File: config.mk
export PLATFORM = sky130hd
export DESIGN_NAME = uart_receiver
export DESIGN_NICKNAME = d
export VERILOG_FILES = /design/src/rtl/uart_pkg.sv /design/src/rtl/uart_rx_sync.sv /design/src/rtl/uart_receiver.sv
export SDC_FILE = /design/constraint.sdc
export NUM_CORES = 1
export LEC_CHECK = 0
export CORE_AREA = 5 5 78 80
export CTS_CLUSTER_SIZE = 25
export DETAILED_ROUTE_END_ITERATION = 8
export DIE_AREA = 0 0 83 85
export HOLD_SLACK_MARGIN = 0.06
export SLEW_MARGIN = 15
export SYNTH_ARGS = -nofsm -noshare
export SYNTH_HDL_FRONTEND = slang
export SYNTH_SLANG_ARGS = --single-unit
File: constraint.sdc
create_clock -name clk -period 4.15 [get_ports clk]
set_input_delay 0.83 -clock clk [delete_from_list [all_inputs] [get_ports clk]]
set_output_delay 0.83 -clock clk [all_outputs]
set_load 0.1 [all_outputs]
File: src/rtl/uart_pkg.sv
// Shared UART definitions: receive FSM states, frame width and baud-rate divisor math.
// Used by both the receive stage and the transmit controller.
package uart_pkg;

  typedef enum logic [1:0] {IDLE, START, DATA, STOP} uart_rx_state_t;

  localparam int UART_DATA_BITS = 8;

  // Clocks per bit, rounded to nearest.
  function automatic int unsigned clks_per_bit(input int unsigned clk_hz, input int unsigned baud);
    return (clk_hz + baud / 2) / baud;
  endfunction

endpackage

File: src/rtl/uart_rx_sync.sv
// UART pin conditioner: 2-flop synchroniser, 3-sample history, majority vote and falling-edge detect.
// Latency 2 clks to rx_s; no backpressure. All flops reset to idle-high so reset never fakes a start bit.
module uart_rx_sync (
  input  logic clk,
  input  logic rst_n,
  input  logic pin_rx,
  output logic vote,
  output logic fall
);

  logic       rx_meta;
  logic       rx_s;
  logic [2:0] hist;

  always_ff @(posedge clk) begin
    if (!rst_n) begin
      rx_meta <= 1'b1;
      rx_s    <= 1'b1;
      hist    <= 3'b111;
    end else begin
      rx_meta <= pin_rx;
      rx_s    <= rx_meta;
      hist    <= {hist[1:0], rx_s};
    end
  end

  // hist[0] is rx_s one cycle ago, so a held-low line never re-fires.
  assign fall = hist[0] & ~rx_s;
  assign vote = (hist[0] & hist[1]) | (hist[0] & hist[2]) | (hist[1] & hist[2]);

endmodule

File: src/rtl/uart_receiver.sv
// 8N1 UART receiver: start validation, mid-bit majority sampling, stop check, one-entry valid/ready holding register.
// valid rises 1 clk after the stop-bit sample; a byte completing while the register is full and not drained is dropped (overrun).
module uart_receiver
  import uart_pkg::*;
#(
  parameter int unsigned CLK_FREQ_HZ = 30_000_000,
  parameter int unsigned BAUD        = 115200
) (
  input  logic                      clk,
  input  logic                      rst_n,
  input  logic                      pin_rx,
  output logic [UART_DATA_BITS-1:0] data,
  output logic                      valid,
  input  logic                      ready,
  output logic                      frame_error,
  output logic                      overrun,
  output logic                      busy
);

  localparam int unsigned CLKS_PER_BIT = clks_per_bit(CLK_FREQ_HZ, BAUD);
  localparam int unsigned HALF_BIT     = CLKS_PER_BIT / 2;
  localparam int          CW           = $clog2(CLKS_PER_BIT);
  localparam int          IW           = $clog2(UART_DATA_BITS);

  generate
    if (CLKS_PER_BIT < 8) begin : g_bad_baud
      $error("uart_receiver: CLKS_PER_BIT must be at least 8");
    end
  endgenerate

  uart_rx_state_t            state;
  uart_rx_state_t            next_state;
  logic [CW-1:0]             cnt;
  logic [IW-1:0]             idx;
  logic [UART_DATA_BITS-1:0] shreg;
  logic                      vote;
  logic                      fall;
  logic                      half_hit;
  logic                      bit_end;
  logic                      last_bit;
  logic                      sample_bit;
  logic                      byte_done;
  logic                      stop_bad;
  logic                      load;
  logic                      drop;

  uart_rx_sync u_sync (
    .clk    (clk),
    .rst_n  (rst_n),
    .pin_rx (pin_rx),
    .vote   (vote),
    .fall   (fall)
  );

  assign half_hit = (cnt == CW'(HALF_BIT));
  assign bit_end  = (cnt == CW'(CLKS_PER_BIT - 1));
  assign last_bit = (idx == IW'(UART_DATA_BITS - 1));

  always_ff @(posedge clk) begin
    if (!rst_n) state <= IDLE;
    else        state <= next_state;
  end

  always_comb begin
    next_state = state;
    case (state)
      IDLE:  if (fall) next_state = START;
      START: if (half_hit) next_state = vote ? IDLE : DATA;
      DATA:  if (bit_end && last_bit) next_state = STOP;
      STOP:  if (bit_end) next_state = IDLE;
      default: next_state = IDLE;
    endcase
  end

  always_comb begin
    busy       = (state != IDLE);
    sample_bit = (state == DATA) && bit_end;
    byte_done  = (state == STOP) && bit_end && vote;
    stop_bad   = (state == STOP) && bit_end && !vote;
    load       = byte_done && (!valid || ready);
    drop       = byte_done && valid && !ready;
  end

  always_ff @(posedge clk) begin
    if (!rst_n) begin
      cnt         <= '0;
      idx         <= '0;
      shreg       <= '0;
      data        <= '0;
      valid       <= 1'b0;
      frame_error <= 1'b0;
      overrun     <= 1'b0;
    end else begin
      // Restart the bit timer on every state change and at each data-bit boundary.
      if (state == IDLE || next_state != state || sample_bit) cnt <= '0;
      else                                                    cnt <= cnt + 1'b1;

      if (state == START)  idx <= '0;
      else if (sample_bit) idx <= idx + 1'b1;

      if (sample_bit) shreg <= {vote, shreg[UART_DATA_BITS-1:1]};

      if (load) data <= shreg;

      if (load)                valid <= 1'b1;
      else if (valid && ready) valid <= 1'b0;

      frame_error <= stop_bad;
      overrun     <= drop;
    end
  end

endmodule

==> results.md, run 1 <==
* Worst-Margin Slew at between 0.9 and 1 ns
* CTS tree: built
* Worst Setup Path Type: reg -> out
* Final wirelength at roughly 2.6 mm
* IO Port Bufs at 15
* Final Instance Count excl. Fillers at 252
* Worst-path clk slew at around 0.08 ns
* Reg2reg end: idx[1]$_SDFFE_PP0P_
* Commonest cells post-synth: 38 x dfxtp_1, 22 x nand2_1, 15 x nand3_1, 14 x o21ai_0, 11 x nor2_1
* Reg2reg setup slack at 1.95 ns
* Setup Total Neg Slack at 0 ns
* # IOs at 16
* TritonCTS buffer count at 5
* Core area at about 0.0053 sq mm
* FF+latch count, synth at 38
* Largest net degree at the start of global routing at 38
* Syn Nets at roughly 170
* Worst-path cell chain: or2_2, clkdlybuf4s50_1
* Primary FF master, synth: dfxtp_1
* CTS resizes at 0
* Final worst path period share at 0.6981
* Area grow syn2layout at 23.66%
* Critical path fanouts, max at 10
* N_diodes at 0
* GRT Total Usage at 0.07986
* Setup Skew at 0.008198 ns
* Fraction of layout cells with a size suffix above 1 at 0.1000
* Maximum vdd ir drop at between 0.1 and 0.15 mV
* WHS at 0.4089 ns
* Async SR Flop Fraction at 0
* Initial antenna violation count at 0
* Initial drt markers at 64
* Antenna Nets Post-Route at 0
* Post-Synthesis Cell Area at between 0.0015 and 0.002 sq mm
* Avg WL per Cell at 10.51 um
* Grt total ovfl at 0
* Vias after detailed routing at 1121
* Fillers at 575
* RSZ-0062 raised after global routing: false
* Yosys top cell by area: dfxtp_1
* Hold-fix buffers, CTS at 0
* Setup Fix Bufs, Post-CTS at 0
* Final period demand of the worst path at 2.897 ns
* Gate Count Post-Synth at 163
* CP Depth at 2
* Setup-failing EPs final at 0
* Buffers and inverters on the worst path at 1
* First-pass GRT wire length at 4.602 mm
* Maximum clock rate at 345.2 MHz
* Final slew viol count at 0
* Nets at between 150 and 200
* Post-DR vias/cell at 4.448
* CP startpoint: state[1]$_SDFF_PN0_
* Unique cell type count in the Yosys netlist at 37
* H-tree level count at 2
* Slowest CP cell: clkdlybuf4s50_1
* Max clock buf depth at 2
* CP required at 3.32 ns
* Post-synthesis sequential area ratio at 0.4943
* Vias in the first global route at ~1000
* Die Area at 0.007055 sq mm
* Initial Util at 0.2883
* Hold WC Path Type: reg -> reg
* Row count at 27
* Leakage at 0.6375 nW
* Yosys Warn Count at 0
* Worst-Skew Late Latency at 0.29 ns
* Final hold violations at 0
* Power per cell area at 405.8 mW/mm^2
* Dpl cells at 244
* Most frequent cell after synthesis: dfxtp_1
* Worst r2r path cells at 5
* Syn avg cell area at 9.442 sq um
* DRC at 0
* Synth top area cells: dfxtp_1 49%, nand2_1 5.4%, mux2i_1 5.2%, nand3_1 4.9%, o21ai_0 4.6%
* DIE HEIGHT at about 85 um
* Number of detailed-route iterations in the first pass at 4
* Status: complete, no violations
* Maxcap violations at 0
* Crit path arrival time at 2.07 ns
* Setup crit start kind: flip-flop
* Post-DP HPWL at between 1.5 and 2 mm
* Clock sink total at 38
* Slew margin rel. at 0.3513
* CP Capture Point: busy
* CP max stage delay at 1.12 ns
* Number of synthesized flops with an enable pin at 0
* Synth top area share at 0.4943
* Clk root buf: clkbuf_8
* Cell family with most CP delay: buffers and inverters
* Setup crit end kind: primary output
* RePlAce Congestion at 0.7269
* Chip width at 83 um
* FF-to-FF Start: cnt[0]$_SDFF_PP0_
cell families after synthesis:
group,after synthesis,synth area share
buffers and inverters,8,0.01951
flip-flops,38,0.4943
AO/OA/AOI/OAI,21,0.08050
XOR/XNOR,7,0.03984
multiplexers,8,0.05203
AND/OR/NAND/NOR,76,0.2748
adder cells (fa/ha/maj),5,0.03903
stage by stage:
step	total power [mW]	util	setup WS (ns)	area, sq um
2_1_floorplan	0.3911	-	2.325	1539
3_3_place_gp	0.3977	0.3298	1.609	1760
3_5_place_dp	0.3978	0.3298	1.577	1760
4_1_cts	0.7820	0.3565	1.249	1903
5_1_grt	0.8015	0.3565	1.206	1903
6_report	0.7722	0.3565	1.253	1903
state kept, by name, summed over array words and instances, names as in the netlist:
register        flops
shreg               8
u_sync.rx_s         1
frame_error         1
state               2
u_sync.rx_meta      1
idx                 3
overrun             1
cnt                 9
u_sync.hist         3
valid               1
data                8
worst min-delay path by stage:
stage / start / endpoint / slack [ns] / cells past startpoint
floorplan: u_sync.rx_meta$_SDFF_PN1_ / u_sync.rx_s$_SDFF_PN1_ / 0.39 / 1
global placement: u_sync.rx_meta$_SDFF_PN1_ / u_sync.rx_s$_SDFF_PN1_ / 0.40 / 1
detailed placement: u_sync.rx_meta$_SDFF_PN1_ / u_sync.rx_s$_SDFF_PN1_ / 0.40 / 1
CTS: u_sync.rx_meta$_SDFF_PN1_ / u_sync.rx_s$_SDFF_PN1_ / 0.42 / 1
global route: u_sync.rx_meta$_SDFF_PN1_ / u_sync.rx_s$_SDFF_PN1_ / 0.43 / 1
finish: u_sync.rx_meta$_SDFF_PN1_ / u_sync.rx_s$_SDFF_PN1_ / 0.41 / 1
cell usage in the layout, fill, tap and decap left out, types with 2 or more instances in the layout:
cell / instances
nand2b_1: 8
bufinv_16: 2
nand2_1: 22
clkdlybuf4s50_1: 15
o21ai_0: 14
mux2i_1: 8
nor2_1: 11
clkbuf_8: 6
dfxtp_1: 38
nand4b_1: 2
nor4b_1: 2
nand4_1: 3
nand3_1: 15
ha_1: 4
xor2_1: 6
power breakdown:
| part | switching, mW | leakage [nW] | internal, mW | total, mW |
|---|---|---|---|---|
| clock network | 0.127 | 0.0714 | 0.256 | 0.383 |
| logic | 0.0128 | 0.259 | 0.00724 | 0.0200 |
| registers | 0.00233 | 0.307 | 0.367 | 0.369 |
| total | 0.142 | 0.638 | 0.630 | 0.772 |
metal layers:
layer	routed length, um	GRT usage	vias up	part of all wire
met5	0	0	-	0
met4	62	0.04012	0	0.023
met3	139	0.03204	6	0.052
met2	1171	0.1246	18	0.44
met1	1275	0.09513	500	0.48
li1	-	-	597	-
layout make-up:
type | instances | area, sq um | area share
Multi-Input combinational cell | 117 | 748.2 | 0.3932
Timing Repair Buffer | 16 | 157.7 | 0.08284
Tap cell | 72 | 90.09 | 0.04734
Sequential cell | 38 | 760.7 | 0.3997
Clock inverter | 2 | 60.06 | 0.03156
Clock buffer | 6 | 82.58 | 0.04339
Inverter | 1 | 3.754 | 0.001972
No activity file was read; power rests on OpenSTA's default activity.
==> run 2, diff against run 1 <==
==> constraint.sdc (replaced) <==
create_clock -name clk -period 2.5 [get_ports clk]
set_input_delay 0.5 -clock clk [delete_from_list [all_inputs] [get_ports clk]]
set_output_delay 0.5 -clock clk [all_outputs]
set_load 0.1 [all_outputs]
==> run 2 against run 1 <==
  * First-iteration DRC count rose by 14%
  * Utilization fell by 1.1 points
  * Clock-buffer cell count fell by 1
  * Clock skew rose by 0.00053 ns
  * Register-to-register slack got worse by 1.3 ns
  * Global-route usage rose by 0.55 points
  * Sequential share of layout area rose by 1.2 points
  * Critical path depth rose by 3
  * Power rose by 48%
  * Largest cell class unchanged
==> results.md, run 2 (synthesis gave the netlist of run 1 again) <==
* Slowest CP cell: nor3_4
* GRT Total Usage at 0.08533 (+0.005469)
* Antenna Nets Post-Route at 0 (unchanged)
* Fillers at 578 (+0.52%)
* Area grow syn2layout at 20.00%
* Setup ws final at 0.6062 ns (-0.6468 ns)
* Initial Util at 0.2883 (unchanged)
* Row count at 27 (unchanged)
* Worst-path clk slew at 0.07 ns (about the same)
* Setup crit start kind: flip-flop
* Hold_sp: u_sync.rx_meta$_SDFF_PN1_
* Chip width at 83 um (unchanged)
* Fraction of layout cells with a size suffix above 1 at 0.1713 (+0.07127)
* CP required at 2.72 ns (-0.60 ns)
* Setup Fix Bufs, Post-CTS at 0 (unchanged)
* Final worst path period share at 0.7575
* Final wirelength at 2.625 mm (-0.87%)
* Final slew viol count at 0 (unchanged)
* Worst-Margin Slew at 0.5579 ns (-0.4121 ns)
* First-pass GRT wire length at 4.885 mm (+6.1%)
* Max clock buf depth at 2 (unchanged)
* Power per cell area at 619.8 mW/mm^2 (+53%)
* Initial antenna violation count at 0 (unchanged)
* Dpl cells at 245 (+0.41%)
* Worst Setup Path Type: reg -> reg
* RePlAce Congestion at 0.7403 (+1.8%)
* Hold worst-path end: u_sync.rx_s$_SDFF_PN1_
* Maximum vdd ir drop at 0.2265 mV (+61%)
* Post-DR vias/cell at 4.364 (-1.9%)
* Maxcap violations at 0 (unchanged)
* # IOs at 16 (unchanged)
* Total Power at 1.145 mW (+48%)
* Hold WC Path Type: reg -> reg
* Setup crit end kind: flip-flop
* H-tree level count at 2 (unchanged)
* Regs by FF count: cnt x9, data x8, shreg x8
* FF-to-FF Start: cnt[0]$_SDFF_PP0_
* Core area at 0.005338 sq mm (unchanged)
* Die Area at 0.007055 sq mm (unchanged)
* Reg2reg end: data[7]$_SDFFE_PN0P_
* CTS tree: built
* Vias after detailed routing at 1104 (-1.5%)
* Leakage at 0.6528 nW (+2.4%)
* Hold-fix buffers, CTS at 0 (unchanged)
* Crit path arrival time at 2.11 ns (+0.04 ns)
* Critical path fanouts, max at 8 (-2)
* Largest net degree at the start of global routing at 37 (-2.6%)
* DIE HEIGHT at 85 um (unchanged)
* Slew margin rel. at 0.6229 (+0.2715)
* Largest Register: cnt
* Most common library cell in the layout ignoring fill and taps: dfxtp_1
* Worst-Skew Late Latency at 0.29 ns (about the same)
* Final Instance Count excl. Fillers at 253 (+0.40%)
* Grt total ovfl at 0 (unchanged)
* N_diodes at 0 (unchanged)
* Avg WL per Cell at 10.38 um (-1.3%)
* Number of flip-flops in the largest register at 9 (unchanged)
* Number of detailed-route iterations in the first pass at 4 (unchanged)
* CP max stage delay at 0.49 ns (-0.63 ns)
* Setup Total Neg Slack at 0 ns (unchanged)
* Dpl ws at 0.5630 ns (-1.014 ns)
* RSZ-0062 raised after global routing: false
* Reg2reg setup slack at 0.61 ns (-1.34 ns)
* Vias in the first global route at 1123 (+10%)
* Clk root buf: clkbuf_8
* Worst Hold Depth at 1 (unchanged)
* Initial drt markers at 73 (+14%)
* Worst-path cell chain: ha_1, and4bb_2, nand2_2, nor3_4, mux2i_1
* Setup Skew at 0.008732 ns (+0.0005334 ns)
* Status: complete, no violations
* Post-DP HPWL at 1.867 mm (+0.64%)
* Final hold violations at 0 (unchanged)
* Maximum clock rate at 528.0 MHz
* TritonCTS buffer count at 5 (unchanged)
* Nets at 188 (+0.53%)
* Clock sink total at 38 (unchanged)
* Final period demand of the worst path at 1.894 ns
* DRC at 0 (unchanged)
* Worst r2r path cells at 5 (unchanged)
* Setup-failing EPs final at 0 (unchanged)
* CTS resizes at 0 (unchanged)
* Highest-count cells in the layout ignoring fill and taps: 38 x dfxtp_1, 22 x nand2_1, 15 x nand3_1
* IO Port Bufs at 15 (unchanged)
==> run 2: changes by cell type in the layout (fill, tap and decap cells not counted), sizes merged <==
cell / delta
buf: +13
bufinv: -1
clkdlybuf4s50: -12
clkbuf: -1
clkinv: +2
==> run 2: layout make-up <==
type | count | area, sq um | share of cell area
repair buffers | 17 | 135.1 | 0.07317
clock inverters | 3 | 40.04 | 0.02168
inverters | 1 | 3.754 | 0.002033
well taps | 72 | 90.09 | 0.04878
clock buffers | 5 | 68.82 | 0.03726
flip-flops and latches | 38 | 760.7 | 0.4119
multi-input cells | 117 | 748.2 | 0.4051
==> run 2: report_power, final <==
part	total, mW	switching, mW	internal, mW
clock	0.499	0.206	0.293
sequential	0.612	0.00371	0.609
combinational	0.0329	0.0212	0.0117
total	1.14	0.231	0.914
==> run 2: metrics by stage <==
step	hold slack (ns)	utilization	cell area, sq um
2_1_floorplan	0.3863	-	1539
3_3_place_gp	0.3895	0.3256	1738
3_5_place_dp	0.3973	0.3256	1738
4_1_cts	0.4143	0.3460	1847
5_1_grt	0.4528	0.3460	1847
6_report	0.4078	0.3460	1847
==> run 2: critical path: cells and delay by family (launching register included) <==
family                     cells  cell delay [ns]
muxes                          1             0.24
DFF                            1             0.41
and+or+nand+nor                3             0.91
adders and majority gates      1             0.27
==> run 2: worst max-delay path by stage <==
stage	from	endpoint	slack (ns)	cells after the start
2_1_floorplan	cnt[0]$_SDFF_PP0_	data[0]$_SDFFE_PN0P_	0.82	5
3_5_place_dp	ready	data[7]$_SDFFE_PN0P_	0.56	5
6_report	cnt[0]$_SDFF_PP0_	data[7]$_SDFFE_PN0P_	0.61	5
3_3_place_gp	ready	data[6]$_SDFFE_PN0P_	0.59	5
5_1_grt	cnt[1]$_SDFF_PP0_	cnt[1]$_SDFF_PP0_	0.38	5
4_1_cts	cnt[0]$_SDFF_PP0_	data[7]$_SDFFE_PN0P_	0.56	5
==> run 2: per-layer routing <==
layer / GRT usage / wire [um] / vias to the layer above
met2: 0.1348 / 1090 / 18
met3: 0.03883 / 146 / 5
met1: 0.09859 / 1335 / 482
met4: 0.04012 / 53 / 0
met5: 0 / 0 / -
li1: - / - / 599
==> run 3, diff against run 2 <==
==> constraint.sdc (replaced) <==
create_clock -name clk -period 1.5 [get_ports clk]
set_input_delay 0.3 -clock clk [delete_from_list [all_inputs] [get_ports clk]]
set_output_delay 0.3 -clock clk [all_outputs]
set_load 0.1 [all_outputs]
==> run 3 against run 2 <==
  * Sequential share of layout area down 5.7 points
  * Critical path type unchanged
  * Clock skew decreased by 0.0023 ns
  * Sequential power grew 67%
  * Critical endpoint unchanged
  * Final area up 18%
  * Combinational power rose by 110%
==> results.md, run 3 (synthesis gave the netlist of run 1 again) <==
* Post-DP HPWL at 1.965 mm (+5.2%)
* Critical path fanouts, max at 8 (unchanged)
* Clock power frac at 0.486 (+0.050)
* Setup crit end kind: flip-flop
* Initial Util at 0.2883 (unchanged)
* Slew margin rel. at 0.7274 (+0.1046)
* Power per cell area at 972.6 mW/mm^2 (+57%)
* Leakage at 0.7662 nW (+17%)
* DP Area at 0.002027 sq mm (+17%)
* Final worst path period share at 0.9735 (+0.2160)
* CTS tree: built
* RSZ-0062 raised after global routing: true
* Area of the multi-input gates at 763.2 sq um (+2.0%)
* Fin area at 0.002175 sq mm (+18%)
* Largest Register: cnt
* Post-DR vias/cell at 4.500 (+3.1%)
* Vias in the first global route at 1130 (+0.62%)
* Grt total ovfl at 0 (unchanged)
* Switching Share at 0.1916 (-0.009997)
* Maxcap violations at 0 (unchanged)
* IO Port Bufs at 15 (unchanged)
* Setup-failing EPs final at 0 (unchanged)
* Clock sink total at 38 (unchanged)
* Sequential cell area at 772.0 sq um (+1.5%)
* RePlAce Congestion at 0.7143 (-3.5%)
* DRC at 0 (unchanged)
* Fillers at 553 (-4.3%)
* Dpl cells at 258 (+5.3%)
* Regs by FF count: cnt x9, data x8, shreg x8
* Worst-Margin Slew at 0.4046 ns (-0.1533 ns)
* First-pass GRT wire length at 5.030 mm (+3.0%)
* Antenna Nets Post-Route at 0 (unchanged)
* Setup Fix Bufs, Post-CTS at 0 (unchanged)
* Sequential group share of total power at 0.482 (-0.053)
* Crit path arrival time at 1.68 ns (-0.43 ns)
* NetSw at 405.3 uW (+76%)
* Clk root buf: clkbuf_8
* Dpl ws at -0.09450 ns (-0.6575 ns)
* Final period demand of the worst path at 1.460 ns (-0.4336 ns)
* Largest net degree at the start of global routing at 37 (unchanged)
* N_diodes at 0 (unchanged)
* Final slew viol count at 0 (unchanged)
* CP required at 1.72 ns (-1.00 ns)
* Hold WC Path Type: reg -> reg
* Post-layout util at 0.4074 (+0.06142)
* GRT Total Usage at 0.08757 (+0.002235)
* Maximum vdd ir drop at 0.5002 mV (+120%)
* Maximum clock rate at 684.8 MHz (+30%)
* Final Instance Count excl. Fillers at 266 (+5.1%)
* Worst Setup Path Type: reg -> reg
* Highest-count cells in the layout ignoring fill and taps: 31 x dfxtp_1, 22 x nand2_1, 15 x nand3_1
* Status: complete, no violations
* Row count at 27 (unchanged)
* Area grow syn2layout at 41.30%
* DIE HEIGHT at 85 um (unchanged)
* Worst-Skew Late Latency at 0.29 ns (about the same)
* Setup crit start kind: flip-flop
* Number of detailed-route iterations in the first pass at 4 (unchanged)
* Setup ws final at 0.03978 ns (-0.5664 ns)
* Avg WL per Cell at 10.31 um (-0.65%)
* Final hold violations at 0 (unchanged)
* H-tree level count at 2 (unchanged)
* Max clock buf depth at 2 (unchanged)
* TritonCTS buffer count at 5 (unchanged)
* Nets at 201 (+6.9%)
* P_int at 1.710 mW (+87%)
* Number of flip-flops in the largest register at 9 (unchanged)
* # IOs at 16 (unchanged)
* Initial drt markers at 44 (-40%)
* Setup Skew at 0.006436 ns (-0.002296 ns)
* Fraction of layout cells with a size suffix above 1 at 0.2680 (+0.09677)
* Vias after detailed routing at 1197 (+8.4%)
* Final wirelength at 2.742 mm (+4.5%)
* Initial antenna violation count at 0 (unchanged)
* Most common library cell in the layout ignoring fill and taps: dfxtp_1
* Comb power frac at 0.033 (+0.004)
* Chip width at 83 um (unchanged)
* Core area at 0.005338 sq mm (unchanged)
* Die Area at 0.007055 sq mm (unchanged)
* Worst-path clk slew at 0.08 ns (about the same)
* Hold-fix buffers, CTS at 0 (unchanged)
run 3: cell types whose count changed in the layout (fill, tap and decap cells not counted), sizes merged:
cell / before / now
buf: 14 / 27
bufinv: 1 / 2
clkinv: 2 / 1
run 3: final cells by class:
cell class,instances,area share
Clock buffer,5,0.03165
Clock inverter,3,0.03165
Inverter,1,0.001726
Multi-Input combinational cell,117,0.3510
Sequential cell,38,0.3550
Tap cell,72,0.04143
Timing Repair Buffer,30,0.1876
run 3: worst paths after layout:
path	startpoint	to	slack, ns	cells past startpoint
setup / recovery	cnt[1]$_SDFF_PP0_	data[7]$_SDFFE_PN0P_	0.04	6
hold reg to reg	u_sync.rx_meta$_SDFF_PN1_	u_sync.rx_s$_SDFF_PN1_	0.41	1
setup reg to reg	cnt[1]$_SDFF_PP0_	data[7]$_SDFFE_PN0P_	0.04	6
hold / removal	u_sync.rx_meta$_SDFF_PN1_	u_sync.rx_s$_SDFF_PN1_	0.41	1
run 3: power by group through the flow:
stage | logic [mW] | clock network (mW) | registers (mW)
2_1_floorplan | 0.0398 | 0 | 1.04
3_3_place_gp | 0.0690 | 0 | 1.04
3_5_place_dp | 0.0687 | 0 | 1.04
4_1_cts | 0.0694 | 1.06 | 1.02
5_1_grt | 0.0756 | 1.10 | 1.02
6_report | 0.0688 | 1.03 | 1.02
run 3: critical path, cell delays in order, from the launching register on:
cell and delay (ns):
dfxtp_4 0.37, ha_4 0.13, and4bb_2 0.29, nand2_2 0.11
nor3_4 0.17, buf_12 0.16, mux2i_1 0.18
run 3: through the flow:
step / power (mW) / TNS [ns] / hold slack (ns)
finish: 2.115 / 0 / 0.4094
detailed placement: 1.113 / -0.6529 / 0.3937
global placement: 1.113 / -0.5636 / 0.3901
CTS: 2.150 / 0 / 0.4120
global route: 2.196 / -0.7660 / 0.4498
floorplan: 1.083 / 0 / 0.3863
run 3: layer usage:
metal / global-route usage / wire length (um) / vias to the layer above
met4: 0.04903 / 57 / 0
met5: 0 / 0 / -
li1: - / - / 626
met2: 0.1319 / 1200 / 19
met1: 0.1062 / 1374 / 547
met3: 0.03495 / 109 / 5
run 3: timing repair:
item,4_1_cts,5_1_grt
cloned,0,0
gates resized for setup,2,4
hold endpoints to repair,0,0
endpoints found under the setup margin,1,22
